`src/rtl/cpu_defs.sv`:
```
// Shared encodings for the MIPS program-counter path.
// Next-PC select codes, PC FSM states and reset PC.
package cpu_defs;

  localparam logic [1:0] PC_SEQ = 2'b00;
  localparam logic [1:0] PC_BR  = 2'b01;
  localparam logic [1:0] PC_JMP = 2'b10;
  localparam logic [1:0] PC_RSV = 2'b11;

  localparam logic [31:0] PC_RESET_DEF = 32'h0000_0000;

  typedef enum logic [1:0] {
    S_INIT = 2'd0,
    S_RUN  = 2'd1,
    S_HALT = 2'd2
  } pc_state_e;

endpackage

```
`src/rtl/next_pc_sel.sv`:
```
// Combinational next-PC mux: sequential, branch, jump.
// Flags misaligned targets and the reserved select code.
module next_pc_sel
  import cpu_defs::*;
(
  input  logic [31:0] pc_plus4,
  input  logic [31:0] offset_sl2,
  input  logic [25:0] jump_index,
  input  logic [1:0]  pc_src,
  input  logic        branch_taken,
  output logic [31:0] next_pc,
  output logic        misalign,
  output logic        rsv_sel
);

  logic [31:0] br_tgt;
  logic [31:0] jmp_tgt;

  assign br_tgt  = pc_plus4 + offset_sl2;
  assign jmp_tgt = {pc_plus4[31:28], jump_index, 2'b00};

  // Select the target; reserved code falls back to PC+4.
  always_comb begin
    next_pc = pc_plus4;
    rsv_sel = 1'b0;
    unique case (1'b1)
      (pc_src == PC_BR):  next_pc = branch_taken ? br_tgt : pc_plus4;
      (pc_src == PC_JMP): next_pc = jmp_tgt;
      (pc_src == PC_RSV): rsv_sel = 1'b1;
      default:            next_pc = pc_plus4;
    endcase
  end

  assign misalign = (next_pc[1:0] != 2'b00);

endmodule

```
`src/rtl/pc_update.sv`:
```
// Program counter register with INIT/RUN/HALT control.
// Handles stall, halt and the sticky address-error flag.
module pc_update
  import cpu_defs::*;
#(
  parameter logic [31:0] PC_RESET = PC_RESET_DEF,
  parameter int          WIDTH    = 32
) (
  input  logic             CLK,
  input  logic             RST,
  input  logic             PCWre,
  input  logic [1:0]       PCSrc,
  input  logic             branch_taken,
  input  logic [WIDTH-1:0] offset_sl2,
  input  logic [25:0]      jump_index,
  input  logic             halt_req,
  output logic [WIDTH-1:0] pc_out,
  output logic [WIDTH-1:0] pc_plus4,
  output logic             halted,
  output logic             addr_err
);

  pc_state_e   state_q, state_d;
  logic [31:0] pc_q, pc_d;
  logic        err_q, err_d;
  logic [31:0] next_pc;
  logic        misalign;
  logic        rsv_sel;

  assign pc_plus4 = pc_q + 32'd4;

  next_pc_sel u_sel (
    .pc_plus4     (pc_plus4),
    .offset_sl2   (offset_sl2),
    .jump_index   (jump_index),
    .pc_src       (PCSrc),
    .branch_taken (branch_taken),
    .next_pc      (next_pc),
    .misalign     (misalign),
    .rsv_sel      (rsv_sel)
  );

  // Next state: halt beats stall, stall beats update.
  always_comb begin
    state_d = state_q;
    pc_d    = pc_q;
    err_d   = err_q;
    unique case (state_q)
      S_INIT: state_d = S_RUN;
      S_RUN: begin
        if (halt_req) begin
          state_d = S_HALT;
        end else if (PCWre) begin
          if (misalign) begin
            err_d   = 1'b1;
            state_d = S_HALT;
          end else begin
            pc_d = next_pc;
            if (rsv_sel) err_d = 1'b1;
          end
        end
      end
      S_HALT: state_d = S_HALT;
      default: state_d = S_INIT;
    endcase
  end

  // State, PC and sticky error registers.
  always_ff @(posedge CLK or negedge RST) begin
    if (!RST) begin
      state_q <= S_INIT;
      pc_q    <= PC_RESET;
      err_q   <= 1'b0;
    end else begin
      state_q <= state_d;
      pc_q    <= pc_d;
      err_q   <= err_d;
    end
  end

  assign pc_out   = pc_q;
  assign halted   = (state_q == S_HALT);
  assign addr_err = err_q;

endmodule
```
`config.mk`:
```
export PLATFORM = sky130hd
export DESIGN_NAME = pc_update
export DESIGN_NICKNAME = d
export VERILOG_FILES = /design/src/rtl/cpu_defs.sv /design/src/rtl/next_pc_sel.sv /design/src/rtl/pc_update.sv
export SDC_FILE = /design/constraint.sdc
export NUM_CORES = 1
export LEC_CHECK = 0
export ABC_CLOCK_PERIOD_IN_PS = 5400
export CORE_MARGIN = 2
export CORE_UTILIZATION = 45
export CTS_BUF_LIST = sky130_fd_sc_hd__clkbuf_4 sky130_fd_sc_hd__clkbuf_8
export CTS_CLUSTER_SIZE = 25
export DETAILED_ROUTE_END_ITERATION = 8
export MAX_ROUTING_LAYER = met4
export PLACE_DENSITY = 0.79
export SLEW_MARGIN = 10
export SYNTH_ARGS = -nofsm -noshare
export SYNTH_HDL_FRONTEND = slang
export SYNTH_SLANG_ARGS = --single-unit
```
`constraint.sdc`:
```
create_clock -name CLK -period 5.4 [get_ports CLK]
set_clock_uncertainty 0.05 [all_clocks]
set_input_delay 0.81 -clock CLK [delete_from_list [all_inputs] [get_ports CLK]]
set_output_delay 0.81 -clock CLK [all_outputs]
set_load 0.005 [all_outputs]
```
==> results of run 1 <==
-- per-stage QoR --
stage          cells  setup slack, ps  instance area (sq um)  total power, uW  utilization
5_1_grt          809              905                   5860             2810        0.605
4_1_cts          809             1290                   5860             2590        0.605
6_report         809             1180                   5860             2620        0.605
2_1_floorplan    561             1850                   4470             1640            -
3_5_place_dp     801             1200                   5770             2370        0.596
3_3_place_gp     801             1260                   5770             2320        0.596
-- cell families (layout without fill, tap and decap cells) --
family	Yosys count	count (layout)
AOI/OAI and AO/OA	187	187
and+or+nand+nor	183	183
xor gates and xnor gates	52	52
buffers and inverters	51	166
adders and majority gates	46	46
DFF	35	35
muxes	7	7
-- power by group --
| part | leakage, uW | switching (uW) | internal (uW) |
|---|---|---|---|
| Sequential | 0.000438 | 192 | 364 |
| Clock | 0.0000408 | 121 | 92.5 |
| Combinational | 0.00197 | 907 | 942 |
| Total | 0.00245 | 1220 | 1400 |
-- cells in the mapped netlist, types with 7 or more instances --
library cell,n,area [sq um]
a21o_1,12,90.1
a221oi_1,8,70.1
a222oi_1,8,80.1
o22ai_1,7,43.8
nor2_1,40,150
dfrtp_1,35,876
xnor2_1,33,289
nand2b_1,9,56.3
nand2_1,60,225
nand4_1,9,56.3
xor2_1,18,158
and3_1,9,56.3
ha_1,45,563
a31oi_1,7,43.8
a21oi_1,56,280
clkbuf_1,9,33.8
nand3_1,15,75.1
o21ai_0,24,120
inv_1,24,90.1
o21ai_1,15,75.1
-- worst max-delay path, delay by kind of cell, from the launching register on --
family / cells / cell delay (ps)
AOI/OAI and AO/OA: 7 / 1430
DFF: 1 / 490
adders and majority gates: 2 / 670
xor gates and xnor gates: 2 / 590
and+or+nand+nor: 4 / 860
-- final cells by class --
type | instances | area (sq um)
Multi-Input combinational cell | 475 | 3320
Fill cell | 883 | 3820
Timing Repair Buffer | 133 | 1320
Tap cell | 133 | 166
Sequential cell | 35 | 876
Clock buffer | 5 | 68.8
Inverter | 25 | 93.8
Clock inverter | 3 | 23.8
-- registers in the layout, summed over array words and instances (netlist names) --
register / flops
state_q: 2
pc_out: 32
addr_err: 1
-- cell usage in the layout, fill, tap and decap left out, drive strengths merged, types with 5 or more instances in the layout --
| cell | instances |
|---|---|
| or3 | 5 |
| clkdlybuf4s50 | 129 |
| a211oi | 7 |
| inv | 26 |
| a22oi | 6 |
| nand2 | 60 |
| nor2 | 42 |
| and2 | 6 |
| a31oi | 8 |
| nand3 | 16 |
| o21ai | 39 |
| and3 | 13 |
| xor2 | 18 |
| a21o | 12 |
| nand2b | 9 |
| xnor2 | 34 |
| ha | 45 |
| nand4 | 12 |
| nor3 | 5 |
| o21bai | 6 |
| a221oi | 9 |
| a222oi | 8 |
| o22ai | 7 |
| o21a | 6 |
| clkbuf | 6 |
| a21oi | 56 |
| dfrtp | 35 |
-- worst min-delay path by stage --
stage / end / slack, ps / depth (start not counted)
floorplan: addr_err$_DFFE_PN0P_ / 420 / 1
global placement: addr_err$_DFFE_PN0P_ / 420 / 1
detailed placement: addr_err$_DFFE_PN0P_ / 410 / 1
CTS: addr_err$_DFFE_PN0P_ / 440 / 1
global route: addr_err$_DFFE_PN0P_ / 460 / 1
finish: addr_err$_DFFE_PN0P_ / 430 / 1
-- layer usage --
| metal | global-route usage | vias to the layer above | part of all wire |
|---|---|---|---|
| li1 | - | 2291 | - |
| met1 | 0.374 | 2325 | 0.44 |
| met2 | 0.426 | 246 | 0.46 |
| met3 | 0.0359 | 23 | 0.085 |
| met4 | 0.0579 | 0 | 0.016 |
| met5 | - | - | 0 |
==> metrics.md, run 1 <==
| Metric | Value |
|---|---|
| Vias in the first global route | 4,618 |
| Crit end category | flop |
| Routed len/inst | 18.0 um |
| RSZ-0062 raised after global routing | no |
| Initial antenna violation count | 0 |
| Total Routing Usage GR | 0.271 |
| Post-synthesis sequential area ratio | 0.196 |
| Mux cell area share after synthesis | 0.0165 |
| Core box area | 9680 sq um |
| Initial drt markers | 314 |
| Max Freq | 0.237 GHz |
| LEAKAGE | 0.00245 uW |
| CP cell instances | ha_1 -> nand2_1 -> nor4_4 -> nand2_1 -> xnor2_1 -> ha_1 -> a21oi_1 -> o21ai_0 -> nor3b_1 -> o21ai_1 -> a31oi_1 -> o21ai_1 -> xor2_1 -> a222oi_1 -> o21ai_1 |
| CTS Sinks | 35 |
| Routed Wire Length | 14.5 mm |
| Placer Congestion | 0.915 |
| Die X | 104 um |
| Synth Area per Inst | 7.96 sq um |
| Row cnt | 36 |
| DR vias | 4,885 |
| Syn-to-layout area delta | 31.3% |
| Initial cell density of the core | 0.461 |
| Compound-Gate Fraction of Synth Area | 0.273 |
| Slowest stage cell on the critical path | dfrtp_1 |
| Post-route DRC | 0 |
| Adder-Cell Fraction of Synth Area | 0.131 |
| DR pass1 iterations | 5 |
| DR vias/cell | 6.04 |
| Required time of the critical path | 5520 ps |
| Post-synthesis simple-gate area fraction | 0.219 |
| Root buf cell | clkbuf_8 |
| Fin Hold WS | 435 ps |
| Worst stage delay on the critical path | 490 ps |
| Largest family of logic cells by synthesized area | compound AO/OA/AOI/OAI gates |
| Mapped cell area | 4470 sq um |
| Hold Path Origin | addr_err$_DFFE_PN0P_ |
| Synthesized flop and latch total | 35 |
| Share of layout cells above drive strength 1 | 0.0533 |
| Clock-pin slew on the worst setup and hold paths | 90 ps |
| Die area | 10,700 sq um |
| Slew HR | 0.144 |
| Status | finished clean |
| Cts hold-fix bufs | 0 |
| Synth Flop Type | dfrtp_1 |
| Largest net degree at the start of global routing | 44 |
| Cell mode on critical path | o21ai_1 |
| CTS tree | done |
| Yosys cell types | 71 |
| Worst Setup SP | pc_out[2]$_DFFE_PN0P_ |
| Cell count after synthesis | 561 |
| Final Critical Period | 4220 ps |
| Chip height | 104 um |
| Total power per unit cell area | 447 nW/um^2 |
| Max_cap viols | 0 |
| TritonCTS buffer count | 5 |
| Final setup viols | 0 |
| VDD IR-drop max | 0.238 mV |
| Clk_lat worst skew | 300 ps |
| Post-CTS Setup Bufs | 0 |
| Grt total ovfl | 0 |
| Pins Over Slew Limit | 0 |
| Crit path DAT | 4340 ps |
| R2R depth | 15 |
| Asr flop ratio synth | 1.00 |
| Tcrit/Tclk final | 0.781 |
| Critical path fanouts, max | 8 |
| Worst Setup Start Kind | flop |
| Post-route antenna net violation count | 0 |
| Clock Tree Buf Depth | 2 |
| HP Class | flop to flop |
| Slew @ Worst Pin | 1280 ps |
| EDFF count, synth | 0 |
| Post-Synth XOR/XNOR Area | 0.104 |
| Diode count | 0 |
| Setup CP Type | flop to flop |
| DP Wirelength | 11.1 mm |
| IO Count | 131 |
| Syn Nets | 672 |
| Setup TNS | 0 ps |
| H-tree levels | 2 |
| CP endpoint | pc_out[27]$_DFFE_PN0P_ |
| Reg-to-Reg End | pc_out[27]$_DFFE_PN0P_ |
| R2r setup slk | 1180 ps |
| Reg-to-reg startpoint | pc_out[2]$_DFFE_PN0P_ |
| First-pass GRT wire length | 23.5 mm |
| Final Hold Violating Endpoints | 0 |
| Port bufs | 130 |
| Post_cts resized | 0 |
| Layout Nets | 786 |
| Yosys warning count | 0 |
No activity file was read; power rests on OpenSTA's default activity.
==> run 2, diff against run 1 <==
--- a/config.mk
+++ b/config.mk
@@ -5,7 +5,7 @@
 export SDC_FILE = /design/constraint.sdc
 export NUM_CORES = 1
 export LEC_CHECK = 0
-export ABC_CLOCK_PERIOD_IN_PS = 5400
+export ABC_CLOCK_PERIOD_IN_PS = 3950
 export CORE_MARGIN = 2
 export CORE_UTILIZATION = 45
 export CTS_BUF_LIST = sky130_fd_sc_hd__clkbuf_4 sky130_fd_sc_hd__clkbuf_8
==> constraint.sdc (replaced) <==
create_clock -name CLK -period 3.95 [get_ports CLK]
set_clock_uncertainty 0.05 [all_clocks]
set_input_delay 0.5925 -clock CLK [delete_from_list [all_inputs] [get_ports CLK]]
set_output_delay 0.5925 -clock CLK [all_outputs]
set_load 0.005 [all_outputs]
==> metrics.md, run 2 (synthesis results as in run 1) <==
| Metric | Value |
|---|---|
| Routed len/inst | 17.7 um |
| Setup CP Type | flop to flop |
| Most common cell after layout, fill and taps aside | clkdlybuf4s50_1 |
| Post-CTS Setup Bufs | 0 |
| H-tree levels | 2 |
| Initial drt markers | 322 |
| Final setup viols | 0 |
| IO Count | 131 |
| Required time of the critical path | 4070 ps |
| VDD IR-drop max | 0.265 mV |
| Routed Wire Length | 14.7 mm |
| Slew HR | 0.347 |
| FF/Latch Area | 881 sq um |
| First-pass GRT wire length | 23.8 mm |
| Layout Nets | 809 |
| Chip height | 104 um |
| Root buf cell | clkbuf_8 |
| Total Routing Usage GR | 0.277 |
| LEAKAGE | 0.00260 uW |
| Largest net degree at the start of global routing | 36 |
| CP cell instances | nand3_2 -> nor4_4 -> and4_4 -> and3_4 -> nand2_1 -> xnor2_2 -> ha_1 -> a21o_1 -> a21oi_1 -> and3_2 -> a211oi_1 -> a21oi_1 -> o311ai_1 -> o211ai_1 |
| Syn-to-layout area delta | 36.9% |
| CTS Sinks | 35 |
| R2R depth | 14 |
| Non-filler cells, final | 832 |
| Buf+Inv Stages, Crit Path | 0 |
| Row cnt | 36 |
| Commonest non-fill, non-tap cells in the layout | 129 x clkdlybuf4s50_1, 60 x nand2_1, 56 x a21oi_1, 45 x ha_1, 40 x nor2_1 |
| Slowest stage cell on the critical path | dfrtp_1 |
| Reg-to-Reg End | pc_out[31]$_DFFE_PN0P_ |
| Inst Count DP | 824 |
| Diode count | 0 |
| Grt total ovfl | 0 |
| Largest register FFs | 32 |
| Max Freq | 0.267 GHz |
| Placer Congestion | 0.959 |
| Status | finished clean |
| Post-route DRC | 0 |
| Final Cell Area | 6110 sq um |
| DR pass1 iterations | 5 |
| Fin Hold WS | 395 ps |
| Final Critical Period | 3740 ps |
| Initial antenna violation count | 0 |
| Reg-to-reg startpoint | pc_out[13]$_DFFE_PN0P_ |
| Die X | 104 um |
| Core box area | 9680 sq um |
| Clock Tree Buf Depth | 2 |
| Final Util | 0.631 |
| Worst Setup SP | pc_out[13]$_DFFE_PN0P_ |
| Initial cell density of the core | 0.461 |
| Die area | 10,700 sq um |
| Max_cap viols | 0 |
| Clock-pin slew on the worst setup and hold paths | 80 ps |
| Footprint of the multi-input gates | 3360 sq um |
| Critical path fanouts, max | 5 |
| Area after DPL | 5940 sq um |
| Critical Path Stages | 14 |
| Largest delay share family, worst path | simple AND/OR/NAND/NOR gates |
| Fillers | 869 |
| Clk_lat worst skew | 290 ps |
| Vias in the first global route | 4,789 |
| Worst Setup Start Kind | flop |
| Crit path DAT | 3860 ps |
| DR vias/cell | 5.88 |
| CP endpoint | pc_out[31]$_DFFE_PN0P_ |
| Tcrit/Tclk final | 0.946 |
| DR vias | 4,891 |
| Total power per unit cell area | 614 nW/um^2 |
| CTS tree | done |
| HP Class | input port to async pin |
| Share of layout cells above drive strength 1 | 0.0973 |
| R2r setup slk | 210 ps |
| Cts hold-fix bufs | 0 |
| Crit end category | flop |
| Post-route antenna net violation count | 0 |
| Final Hold Violating Endpoints | 0 |
| Pins Over Slew Limit | 0 |
| Port bufs | 130 |
| TritonCTS buffer count | 5 |
| Cell mode on critical path | a21oi_1 |
| Worst stage delay on the critical path | 510 ps |
| DP Wirelength | 11.5 mm |
| Slew @ Worst Pin | 979 ps |
## run 2: metal layers
metal  up-vias  GRT usage  wire length, um
met5         -          -                0
met4         0     0.0888              439
met3        39     0.0390             1040
met2       231      0.459             6980
met1      2292      0.350             6250
li1       2329          -                -
## run 2: area by class of cell
| class | instances | area share |
|---|---|---|
| Clock buffer | 6 | 0.0135 |
| Clock inverter | 2 | 0.00573 |
| Inverter | 25 | 0.0154 |
| Multi-Input combinational cell | 475 | 0.550 |
| Sequential cell | 35 | 0.144 |
| Tap cell | 133 | 0.0272 |
| Timing Repair Buffer | 156 | 0.244 |
## run 2: where the power goes
part           switching (uW)  internal, uW
logic                    1280          1360
clock network             148           205
registers                 256           501
## run 2: what timing repair did
item                                    in CTS  in global routing
hold endpoints to repair                     0                  0
gates resized for setup                      0                 10
endpoints found under the setup margin       0                  9
## run 2: worst min-delay path by stage
stage | start | endpoint | slack (ps) | cells past startpoint
floorplan | RST | addr_err$_DFFE_PN0P_ | 250 | 0
detailed placement | addr_err$_DFFE_PN0P_ | addr_err$_DFFE_PN0P_ | 430 | 1
global placement | addr_err$_DFFE_PN0P_ | addr_err$_DFFE_PN0P_ | 420 | 1
finish | RST | pc_out[29]$_DFFE_PN0P_ | 390 | 1
global route | RST | pc_out[29]$_DFFE_PN0P_ | 460 | 1
CTS | RST | pc_out[29]$_DFFE_PN0P_ | 420 | 1
## run 2: metrics by stage
| stage | power (uW) | TNS [ps] | setup WS [ps] |
|---|---|---|---|
| after floorplan | 2250 | 0 | 403 |
| after global placement | 3270 | 0 | 130 |
| after detailed placement | 3320 | 0 | 65.0 |
| after CTS | 3690 | 0 | 56.2 |
| after global routing | 4040 | -4.73 | -4.73 |
| final | 3750 | 0 | 212 |
## run 2: worst register-to-register path: cells and delay by family (launching register included)
kind / cells / cell delay, ps
and+or+nand+nor: 6 / 1440
AOI/OAI and AO/OA: 6 / 1040
DFF: 1 / 510
adders and majority gates: 1 / 370
xor gates and xnor gates: 1 / 190
